## src/rtl/mem_bus_arbiter.sv

```systemverilog
// mem_bus_arbiter: round-robin owner of the single RAM port shared by NUM_REQ masters
// (CPU on 0, DMA engines above). Registered one-hot grant, burst limit per tenure,
// one dead cycle on every ownership change, zero-latency mux of the owner's signals.
// Ports: clk, reset (async, active-high); req/req_addr/req_wr_en/req_wr_data in per master
// (flattened, slice i = master i); grant, owner_id, bus_busy; ram_addr/ram_wr_en/
// ram_wr_data/ram_en to the RAM.
// Optional: define ARB_PRIO0_EN to give requester 0 fixed top priority.
module mem_bus_arbiter #(
  parameter int NUM_REQ   = 3,
  parameter int ADDR_W    = 32,
  parameter int DATA_W    = 32,
  parameter int MAX_BURST = 8
) (
  input  logic                      clk,
  input  logic                      reset,
  input  logic [NUM_REQ-1:0]        req,
  input  logic [NUM_REQ*ADDR_W-1:0] req_addr,
  input  logic [NUM_REQ-1:0]        req_wr_en,
  input  logic [NUM_REQ*DATA_W-1:0] req_wr_data,
  output logic [NUM_REQ-1:0]        grant,
  output logic [2:0]                owner_id,
  output logic                      bus_busy,
  output logic [ADDR_W-1:0]         ram_addr,
  output logic                      ram_wr_en,
  output logic [DATA_W-1:0]         ram_wr_data,
  output logic                      ram_en
);

  localparam int TW = (MAX_BURST > 0) ? $clog2(MAX_BURST + 1) : 1;
  localparam logic [TW-1:0] LIM = TW'(MAX_BURST);
  localparam logic [2:0] LAST = 3'(NUM_REQ - 1);
  localparam logic [NUM_REQ-1:0] ONE = NUM_REQ'(1);
`ifdef ARB_PRIO0_EN
  localparam bit PRIO0 = 1'b1;
`else
  localparam bit PRIO0 = 1'b0;
`endif

  typedef enum logic [1:0] {
    IDLE,
    OWNED,
    GAP
  } state_t;

  state_t             state_q;
  state_t             state_d;
  logic [NUM_REQ-1:0] grant_d;
  logic [2:0]         owner_d;
  logic [2:0]         rr_q;
  logic [2:0]         rr_d;
  logic [TW-1:0]      ten_q;
  logic [TW-1:0]      ten_d;
  logic [TW-1:0]      ten_inc;
  logic [2:0]         win_id;
  logic               found;
  logic               own_req;
  logic               others;
  logic               limit_hit;
  logic               preempt;
  logic               drop;

  // Round-robin scan starting at rr_q; one-hot masks avoid variable bit selects.
  always_comb begin
    int j;
    j      = 0;
    win_id = '0;
    found  = 1'b0;
    for (int k = 0; k < NUM_REQ; k++) begin
      j = int'(rr_q) + k;
      if (j >= NUM_REQ) j = j - NUM_REQ;
      if (!found && |(req & (ONE << j))) begin
        found  = 1'b1;
        win_id = 3'(j);
      end
    end
    if (PRIO0 && req[0]) win_id = '0;
  end

  always_comb begin
    state_d   = state_q;
    grant_d   = grant;
    owner_d   = owner_id;
    rr_d      = rr_q;
    ten_d     = ten_q;
    own_req   = |(req & grant);
    others    = |(req & ~grant);
    ten_inc   = (ten_q == LIM) ? ten_q : ten_q + 1'b1;
    // ten_inc counts the current cycle, so the limit trips on the
    // MAX_BURST-th granted cycle.
    limit_hit = (MAX_BURST != 0) && (ten_inc == LIM);
    preempt   = PRIO0 && req[0] && !grant[0];
    drop      = !own_req || (limit_hit && others) || preempt;
    unique case (state_q)
      IDLE, GAP: begin
        if (|req) begin
          state_d = OWNED;
          grant_d = ONE << win_id;
          owner_d = win_id;
          ten_d   = '0;
        end else begin
          state_d = IDLE;
          grant_d = '0;
          owner_d = '0;
        end
      end
      OWNED: begin
        if (drop) begin
          state_d = GAP;
          grant_d = '0;
          owner_d = '0;
          ten_d   = '0;
          // CPU tenures under fixed priority leave the rotation alone.
          if (!(PRIO0 && grant[0]))
            rr_d = (owner_id == LAST) ? 3'd0 : owner_id + 3'd1;
        end else if (limit_hit) begin
          ten_d = '0;
        end else begin
          ten_d = ten_inc;
        end
      end
      default: begin
        state_d = IDLE;
        grant_d = '0;
        owner_d = '0;
      end
    endcase
  end

  always_ff @(posedge clk or posedge reset) begin
    if (reset) begin
      state_q  <= IDLE;
      grant    <= '0;
      owner_id <= '0;
      rr_q     <= '0;
      ten_q    <= '0;
    end else begin
      state_q  <= state_d;
      grant    <= grant_d;
      owner_id <= owner_d;
      rr_q     <= rr_d;
      ten_q    <= ten_d;
    end
  end

  assign bus_busy = |grant;

  // AND-OR mux on the one-hot grant: everything is zero while grant is zero.
  always_comb begin
    ram_addr    = '0;
    ram_wr_data = '0;
    ram_wr_en   = 1'b0;
    ram_en      = 1'b0;
    for (int k = 0; k < NUM_REQ; k++) begin
      if (grant[k]) begin
        ram_addr    = ram_addr | req_addr[k*ADDR_W +: ADDR_W];
        ram_wr_data = ram_wr_data | req_wr_data[k*DATA_W +: DATA_W];
        ram_wr_en   = ram_wr_en | req_wr_en[k];
        ram_en      = ram_en | req[k];
      end
    end
  end

endmodule

```

## config.mk

```make
export PLATFORM = sky130hd
export DESIGN_NAME = mem_bus_arbiter
export DESIGN_NICKNAME = d
export VERILOG_FILES = /design/src/rtl/mem_bus_arbiter.sv
export SDC_FILE = /design/constraint.sdc
export NUM_CORES = 1
export LEC_CHECK = 0
export CORE_AREA = 2 2 106 108
export CTS_BUF_LIST = sky130_fd_sc_hd__clkbuf_8
export DETAILED_ROUTE_END_ITERATION = 10
export DIE_AREA = 0 0 108 110
export PLACE_DENSITY = 0.76
export SLEW_MARGIN = 20
export SYNTH_ARGS = -nofsm -noshare
export SYNTH_HDL_FRONTEND = slang
export SYNTH_SLANG_ARGS = --single-unit
```

## constraint.sdc

```tcl
create_clock -name clk -period 3.1 [get_ports clk]
set_input_delay 0.31 -clock clk [delete_from_list [all_inputs] [get_ports clk]]
set_output_delay 0.31 -clock clk [all_outputs]
set_load 0.02 [all_outputs]
```

Word level (Yosys, flattened, before mapping)
Index checks and enable logic that the tools add are counted.
- equality and inequality tests: 7
- order comparisons: 3
- bitwise logic cells: 14
- shifts and indexed selects: 4
- add/sub/neg operators: 7
- reduce and logical (&&, ||, !) cells: 19
- multiplexer cells: 34
- operators by type and width (operator ; number):
    $mux W32 ; 9
    $or A32 B32 Y32 ; 4
    $shl A1 B32 Y3 const A ; 3
    $mux W3 ; 7
    $reduce_or A3 Y1 ; 7
    $mux W4 ; 4
    $and A3 B3 Y3 ; 5
    $pmux W3 S2 ; 2
    $sub A4 B2 Y5 const B ; 2
    $mux W1 ; 9
    $eq A4 B4 Y1 const B ; 2
    $ge A4 B2 Y1 const B ; 2
    $pmux W4 S2 ; 1
    $add A3 B1 Y4 const B ; 1
    $add A3 B2 Y4 const B ; 1
    $add A4 B1 Y4 const B ; 1
    $ne A2 B2 Y1 const B ; 2
    $or A1 B1 Y1 ; 4
    $pmux W2 S2 ; 1
    $reduce_and A2 Y1 ; 2
    $sub A3 B2 Y4 const B ; 1
    $add A3 B1 Y3 const B ; 1
    $eq A3 B2 Y1 const B ; 1
    $ge A3 B2 Y1 const B ; 1
    other kinds (11) ; 15
- word-level logic and storage cells: 93
- bits of input ports: 200
- output and inout bits: 73
- flip-flop bits (word level): 15

Logic depth before layout (Yosys ltp)
Gate-level depths: netlist of the first run.
- word-level depth: 15
- depth in mapped cells: 11
- gate-level depth less buffers: 10

Worst setup path after synthesis of the first run
Ideal clock, no wire load.
- path kind: reg2reg
- start point: reg rr_q[1]
- end point: reg grant[0]
- period minus slack after synthesis: 2.925 ns
- arrival: 2.858 ns
- setup time: 0.066 ns
- buffers on the path: 1
- slack: 0.175 ns
- stages on the path, launching flop included: 12
- path through: dfrtp_1 > ha_1 > inv_1 > ha_1 > buf_2 > or3b_4 > a221oi_2 > a211oi_2 > or4b_4 > o31a_1 > nand2_2 > a32o_2
- word-level cells in the longest chain between the ends: 15
- elaborated cells on any way between the ends: 32
- classes of those cells: add/sub (5); order compare (3); shift (4); mux (10); bitwise (3); reduce/logical (7)
- ends and longest elaborated chain (element ; RTL line ; text):
    start: declaration ; 49 ; logic [2:0] rr_q;
    start signal: assignment ; 140 ; rr_q <= rr_d;
    branches (longest 11 deep; another with $sub A4 B2 Y5) ; - ;
    $mux W3 (*) ; 71 ; if (!found && |(req & (ONE << j))) begin
    $shl A1 B3 Y3 (*) ; 97 ; grant_d = ONE << win_id;
    $mux W3 (*) ; 95 ; if (|req) begin
    $pmux W3 S2 (*) ; 93 ; unique case (state_q)
    end signal: assignment ; 138 ; grant <= grant_d;
    end: declaration ; 20 ; output logic [NUM_REQ-1:0] grant,
Every way passes the cells marked *.
A chain may end at the register's enable or synchronous reset.

Worst setup path after layout of the first run
- start point: reg rr_q[0]
- end point: reg grant[0]
The elaborated chain is that of the path after synthesis.

==> results.sh, run 1 <==
export IMPL_tns_ns=0
export IMPL_critPathLaunchType="flop"
export IMPL_hold_violations=0
export IMPL_drc_errors=0
export IMPL_start_util=0.218
export IMPL_synth_nets=525
export IMPL_port_buffers=272
export IMPL_ys_seq_elements=15
export IMPL_drt_iter0_markers=533
export IMPL_crit_top_cell="ha_1"
export IMPL_worstSetupPathType="flop to flop"
export IMPL_p_clk_frac=0.041
export IMPL_clkTransAtPathRegs_ns=0.06
export IMPL_yosysWarnings=0
export IMPL_wl_met3_mm=1.92
export IMPL_dr_wl_met2_mm=6.27
export IMPL_wl_per_cell_um=20.6
export IMPL_die_y_um=110
export IMPL_endpoint_kind="flop"
export IMPL_swShare=0.490
export IMPL_status="completed"
export IMPL_cell_internal_pwr_mw=1.91
export IMPL_critPathTopFamily="simple AND/OR/NAND/NOR gates"
export IMPL_clkLatencyLatePin_ns=0.24
export IMPL_design_area_mm2=0.00526
export IMPL_place_area_mm2=0.00518
export IMPL_postRouteAntennaNets=0
export IMPL_rows=38
export IMPL_finalCriticalPeriod_ns=2.96
export IMPL_p_leak_nw=2.33
export IMPL_cts_inserted_buffers=3
export IMPL_syn_inst=315
export IMPL_slowest_delay_ns=0.54
export IMPL_hold_buffers=0
export IMPL_area_growth_pct=126
export IMPL_synth_avg_cell_area_um2=7.40
export IMPL_first_global_vias=3564
export IMPL_rsz0062_at_grt="false"
export IMPL_clockBufferDepth=2
export IMPL_cts_htree_levels=1
export IMPL_drive_above_1_share=0.0581
export IMPL_layout_commonest_cell="clkdlybuf4s50_1"
export IMPL_viasPerCell=5.23
export IMPL_place_congestion=0.860
export IMPL_synthDistinctLibCells=52
export IMPL_synth_edf_count=0
export IMPL_nFillCells=1011
export IMPL_critical_path_max_fanout=8
export IMPL_wirelength_met1_mm=6.37
export IMPL_fin_skew_ns=0.00152
export IMPL_cap_violations=0
export IMPL_ioPinCount=273
export IMPL_ys_flop_type="dfrtp_1"
export IMPL_slowest_stage="or4b_4"
export IMPL_maxSlewHeadroom=0.559
export IMPL_fp_dieW_um=108
export IMPL_wl_mm=14.7
export IMPL_hpwlAfterDp_mm=12.3
export IMPL_fp_coreArea_mm2=0.0107
export IMPL_ys_seq_area_frac=0.161
export IMPL_clkSinkCount=15
export IMPL_final_cell_mix="clkdlybuf4s50_1, inv_1, a222oi_1"
export IMPL_path_cells="ha_1, inv_1, ha_1, or3b_4, a221oi_2, a211oi_2, or4b_4, o31a_1, nand2_2, a32o_2"
export IMPL_power_density_mw_per_mm2=710
export IMPL_required_ns=3.28
export IMPL_final_nets=779
export IMPL_async_reset_ff_frac=1.00
export IMPL_tritoncts="yes"
export IMPL_cts_root_buf="clkbuf_8"
export IMPL_post_cts_resized=0
export IMPL_hp_class="input pin to async pin"
export IMPL_power_net_switching_mw=1.83
export IMPL_ir_drop_mv=0.277
export IMPL_fmax_mhz=338
export IMPL_grt_max_degree=49
export IMPL_pwr_share_seq=0.104
export IMPL_drt_pass1_iterations=7
export IMPL_routed_top_layer="met5"
export IMPL_grt_pass1_wl_mm=20.0
export IMPL_critPathBufInv=1
export IMPL_antenna_found_initial=6
export IMPL_comb_power_share=0.855
export IMPL_drv_slew=0
export IMPL_post_cts_buffers=0
export IMPL_min_period_over_period=0.955
export IMPL_grt_usage=0.220
export IMPL_grt_overflow=0
export IMPL_vias=3723
export IMPL_crit_arrival_ns=3.14
export IMPL_dieArea_mm2=0.0119
export IMPL_setup_violations=0
export IMPL_tightestPinTransition_ns=0.662
export IMPL_post_synth_instance_area_mm2=0.00233
[state kept, by name, summed over array words and instances, names as in the netlist]
name	flops
ten_q	4
grant	3
owner_id	3
rr_q	3
state_q	2
[cells by family (layout without fill, tap and decap cells)]
| group | Yosys count | count (layout) | share of synthesized area |
|---|---|---|---|
| AOI/OAI and AO/OA | 111 | 111 | 0.420 |
| xor gates and xnor gates | 4 | 4 | 0.0150 |
| adders and majority gates | 10 | 10 | 0.0536 |
| buffers and inverters | 113 | 366 | 0.187 |
| DFF | 15 | 15 | 0.161 |
| muxes | 5 | 5 | 0.0225 |
| other | 0 | 4 | 0 |
| and+or+nand+nor | 57 | 57 | 0.141 |
[metal layers]
metal,vias to the layer above,GRT usage
met3,14,0.0841
met5,-,0
met4,2,0.0266
li1,1727,-
met2,235,0.334
met1,1745,0.304
[per-stage QoR]
step	utilization	power, mW	std cells	hold WS [ns]	setup slack (ns)
floorplan	-	2.20	315	0.211	0.175
global placement	0.485	3.44	704	0.542	0.238
detailed placement	0.485	3.51	704	0.543	0.134
CTS	0.489	3.68	708	0.433	0.122
global route	0.491	3.99	708	0.482	0.0302
finish	0.492	3.73	712	0.422	0.139
[final cells by class]
cell class | instances | area (um^2) | area share
Timing Repair Buffer | 282 | 2810 | 0.535
Multi-Input combinational cell | 187 | 1540 | 0.292
Sequential cell | 15 | 379 | 0.0721
Inverter | 80 | 300 | 0.0571
Tap cell | 140 | 175 | 0.0333
Clock buffer | 3 | 41.3 | 0.00785
Antenna cell | 4 | 10.0 | 0.00190
Clock inverter | 1 | 3.75 | 0.000714
[power by group through the flow]
| stage | clock network, mW | logic (mW) | registers (mW) |
|---|---|---|---|
| after global routing | 0.163 | 3.43 | 0.399 |
| final | 0.152 | 3.19 | 0.387 |
| after detailed placement | 0 | 3.13 | 0.385 |
| after CTS | 0.158 | 3.14 | 0.382 |
| after floorplan | 0 | 1.87 | 0.324 |
| after global placement | 0 | 3.05 | 0.386 |
[path summary, 6_finish.rpt]
path	from	endpoint	slack [ns]	cells after the start
max	rr_q[0]	grant[0]	0.14	10
min	reset	ten_q[3]	0.42	2
max reg2reg	rr_q[0]	grant[0]	0.14	10
min reg2reg	ten_q[1]	ten_q[1]	0.56	1
max in group asynchronous	reset	grant[1]	2.27	2
min in group clk	ten_q[1]	ten_q[1]	0.56	1
[cells in the mapped netlist (all sizes together), types with 2 or more instances]
cell    instances  area (um^2)
nor3b           3         22.5
a22o            4         35.0
a21oi           9         45.0
nor2           16         60.1
and3b           2         18.8
nor2b           2         12.5
or3             3         18.8
or4b            2         23.8
and2            3         18.8
o31a            2         18.8
nand3           3         15.0
a31oi           2         12.5
nor3            2         10.0
or2             2         12.5
ha             10          125
inv            80          300
xnor2           3         26.3
a211oi          4         35.0
dfrtp          15          375
nand2b          2         12.5
nand2          10         40.0
clkbuf         25         93.8
a41oi           2         17.5
buf             8         42.5
o21ai          12         60.1
mux2i           3         30.0
a222oi         67          671
mux2            2         22.5
Note: power is estimated with default switching activity, not from simulation.
==> inputs of run 2 (changes only) <==
--- a/config.mk
+++ b/config.mk
@@ -9,8 +9,7 @@
 export CTS_BUF_LIST = sky130_fd_sc_hd__clkbuf_8
 export DETAILED_ROUTE_END_ITERATION = 10
 export DIE_AREA = 0 0 108 110
-export PLACE_DENSITY = 0.76
-export SLEW_MARGIN = 20
+export PLACE_DENSITY = 0.74
 export SYNTH_ARGS = -nofsm -noshare
 export SYNTH_HDL_FRONTEND = slang
 export SYNTH_SLANG_ARGS = --single-unit
==> constraint.sdc (replaced) <==
create_clock -name clk -period 3.3 [get_ports clk]
set_input_delay 0.33 -clock clk [delete_from_list [all_inputs] [get_ports clk]]
set_output_delay 0.33 -clock clk [all_outputs]
set_load 0.02 [all_outputs]
==> results.sh, run 2 (synthesis results as in run 1) <==
export IMPL_hp_class="input pin to async pin"
export IMPL_tritoncts="yes"
export IMPL_final_nets=777
export IMPL_p_clk_frac=0.044
export IMPL_ir_drop_mv=0.260
export IMPL_drt_pass1_iterations=11
export IMPL_grt_overflow=0
export IMPL_cap_violations=0
export IMPL_grt_pass1_wl_mm=20.1
export IMPL_clkTransAtPathRegs_ns=0.06
export IMPL_slowest_delay_ns=0.54
export IMPL_grt_max_degree=43
export IMPL_design_area_mm2=0.00521
export IMPL_critPathBufInv=1
export IMPL_antenna_found_initial=9
export IMPL_rsz0062_at_grt="false"
export IMPL_place_congestion=0.900
export IMPL_vias=3760
export IMPL_comb_power_share=0.854
export IMPL_pwr_share_seq=0.102
export IMPL_drv_slew=0
export IMPL_grt_usage=0.223
export IMPL_clockBufferDepth=2
export IMPL_drc_errors=2
export IMPL_ioPinCount=273
export IMPL_violations="design-rule violations"
export IMPL_critPathLaunchType="flop"
export IMPL_wl_per_cell_um=20.6
export IMPL_clkSinkCount=15
export IMPL_finalCriticalPeriod_ns=2.95
export IMPL_wl_mm=14.6
export IMPL_place_area_mm2=0.00516
export IMPL_min_period_over_period=0.894
export IMPL_setup_violations=0
export IMPL_dieArea_mm2=0.0119
export IMPL_slowest_stage="or4b_4"
export IMPL_critical_path_max_fanout=8
export IMPL_layout_commonest_cell="clkdlybuf4s50_1"
export IMPL_area_growth_pct=124
export IMPL_crit_arrival_ns=3.14
export IMPL_cts_htree_levels=1
export IMPL_port_buffers=272
export IMPL_post_cts_buffers=0
export IMPL_endpoint_kind="flop"
export IMPL_post_cts_resized=0
export IMPL_largest_reg_flops=4
export IMPL_fin_total_pwr_mw=3.45
export IMPL_crit_top_cell="ha_1"
export IMPL_required_ns=3.49
export IMPL_fp_dieW_um=108
export IMPL_swShare=0.491
export IMPL_fmax_mhz=339
export IMPL_final_cell_mix="clkdlybuf4s50_1, inv_1, a222oi_1"
export IMPL_fp_coreArea_mm2=0.0107
export IMPL_worstSetupPathType="flop to flop"
export IMPL_fin_skew_ns=0.00464
export IMPL_drt_iter0_markers=591
export IMPL_rows=38
export IMPL_first_global_vias=3544
export IMPL_die_y_um=110
export IMPL_clkLatencyLatePin_ns=0.25
export IMPL_cts_inserted_buffers=3
export IMPL_hold_violations=0
export IMPL_viasPerCell=5.30
export IMPL_power_density_mw_per_mm2=662
export IMPL_power_net_switching_mw=1.69
export IMPL_regMostFlops="ten_q"
export IMPL_maxSlewHeadroom=0.488
export IMPL_tns_ns=0
export IMPL_cts_root_buf="clkbuf_8"
export IMPL_tightestPinTransition_ns=0.768
export IMPL_start_util=0.218
export IMPL_hold_buffers=0
export IMPL_drive_above_1_share=0.0495
export IMPL_status="finished, violations left"
export IMPL_path_cells="ha_1, inv_1, ha_1, or3b_4, a221oi_2, a211oi_2, or4b_4, o31a_1, nand2_2, a32o_2"
export IMPL_hpwlAfterDp_mm=12.1
export IMPL_critPathTopFamily="simple AND/OR/NAND/NOR gates"
export IMPL_nFillCells=1022
export IMPL_p_leak_nw=2.32
export IMPL_cell_internal_pwr_mw=1.76
export IMPL_postRouteAntennaNets=0
[run 2: cell type report]
cell class                      instances  area (um^2)  area share
Timing Repair Buffer                  280         2780       0.534
Multi-Input combinational cell        187         1520       0.292
Tap cell                              140          175      0.0336
Antenna cell                            4         10.0     0.00192
Clock inverter                          1         5.00    0.000960
Sequential cell                        15          379      0.0727
Inverter                               80          300      0.0576
Clock buffer                            3         41.3     0.00792
[run 2: worst register-to-register path, stage by stage (launching register included)]
cell and delay [ns]:
dfrtp_1 0.39, ha_1 0.20, inv_1 0.05, ha_1 0.37, or3b_4 0.41, a221oi_2 0.29
a211oi_2 0.09, or4b_4 0.54, o31a_1 0.31, nand2_2 0.09, a32o_2 0.16
[run 2: metrics by stage]
stage | util | setup slack [ns] | hold WS (ns) | instances
2_1_floorplan | - | 0.375 | 0.231 | 315
3_3_place_gp | 0.482 | 0.449 | 0.549 | 702
3_5_place_dp | 0.482 | 0.377 | 0.568 | 702
4_1_cts | 0.486 | 0.357 | 0.460 | 706
5_1_grt | 0.486 | 0.0967 | 0.520 | 706
6_report | 0.487 | 0.349 | 0.441 | 710
[run 2: metal layers]
| layer | up-vias | track usage | part of all wire |
|---|---|---|---|
| met4 | 8 | 0.0256 | 0.0068 |
| li1 | 1727 | - | - |
| met2 | 233 | 0.344 | 0.43 |
| met3 | 16 | 0.0994 | 0.14 |
| met5 | - | 0 | 0.0035 |
| met1 | 1776 | 0.298 | 0.42 |
[run 2: power by group through the flow]
stage	Sequential (mW)	Clock [mW]	Combinational [mW]
after detailed placement	0.357	0	2.92
after global routing	0.366	0.162	3.19
after CTS	0.354	0.159	2.93
final	0.353	0.152	2.95
after global placement	0.354	0	2.85
after floorplan	0.304	0	1.76
[run 2: path summary, 6_finish.rpt]
path / startpoint / to / slack [ns] / cells after the start
max in group asynchronous: reset / grant[0] / 2.45 / 2
min in group clk: ten_q[1] / ten_q[1] / 0.59 / 1
min: reset / owner_id[1] / 0.44 / 2
max reg2reg: rr_q[0] / grant[0] / 0.35 / 10
min reg2reg: ten_q[1] / ten_q[1] / 0.59 / 1
max: rr_q[0] / grant[0] / 0.35 / 10
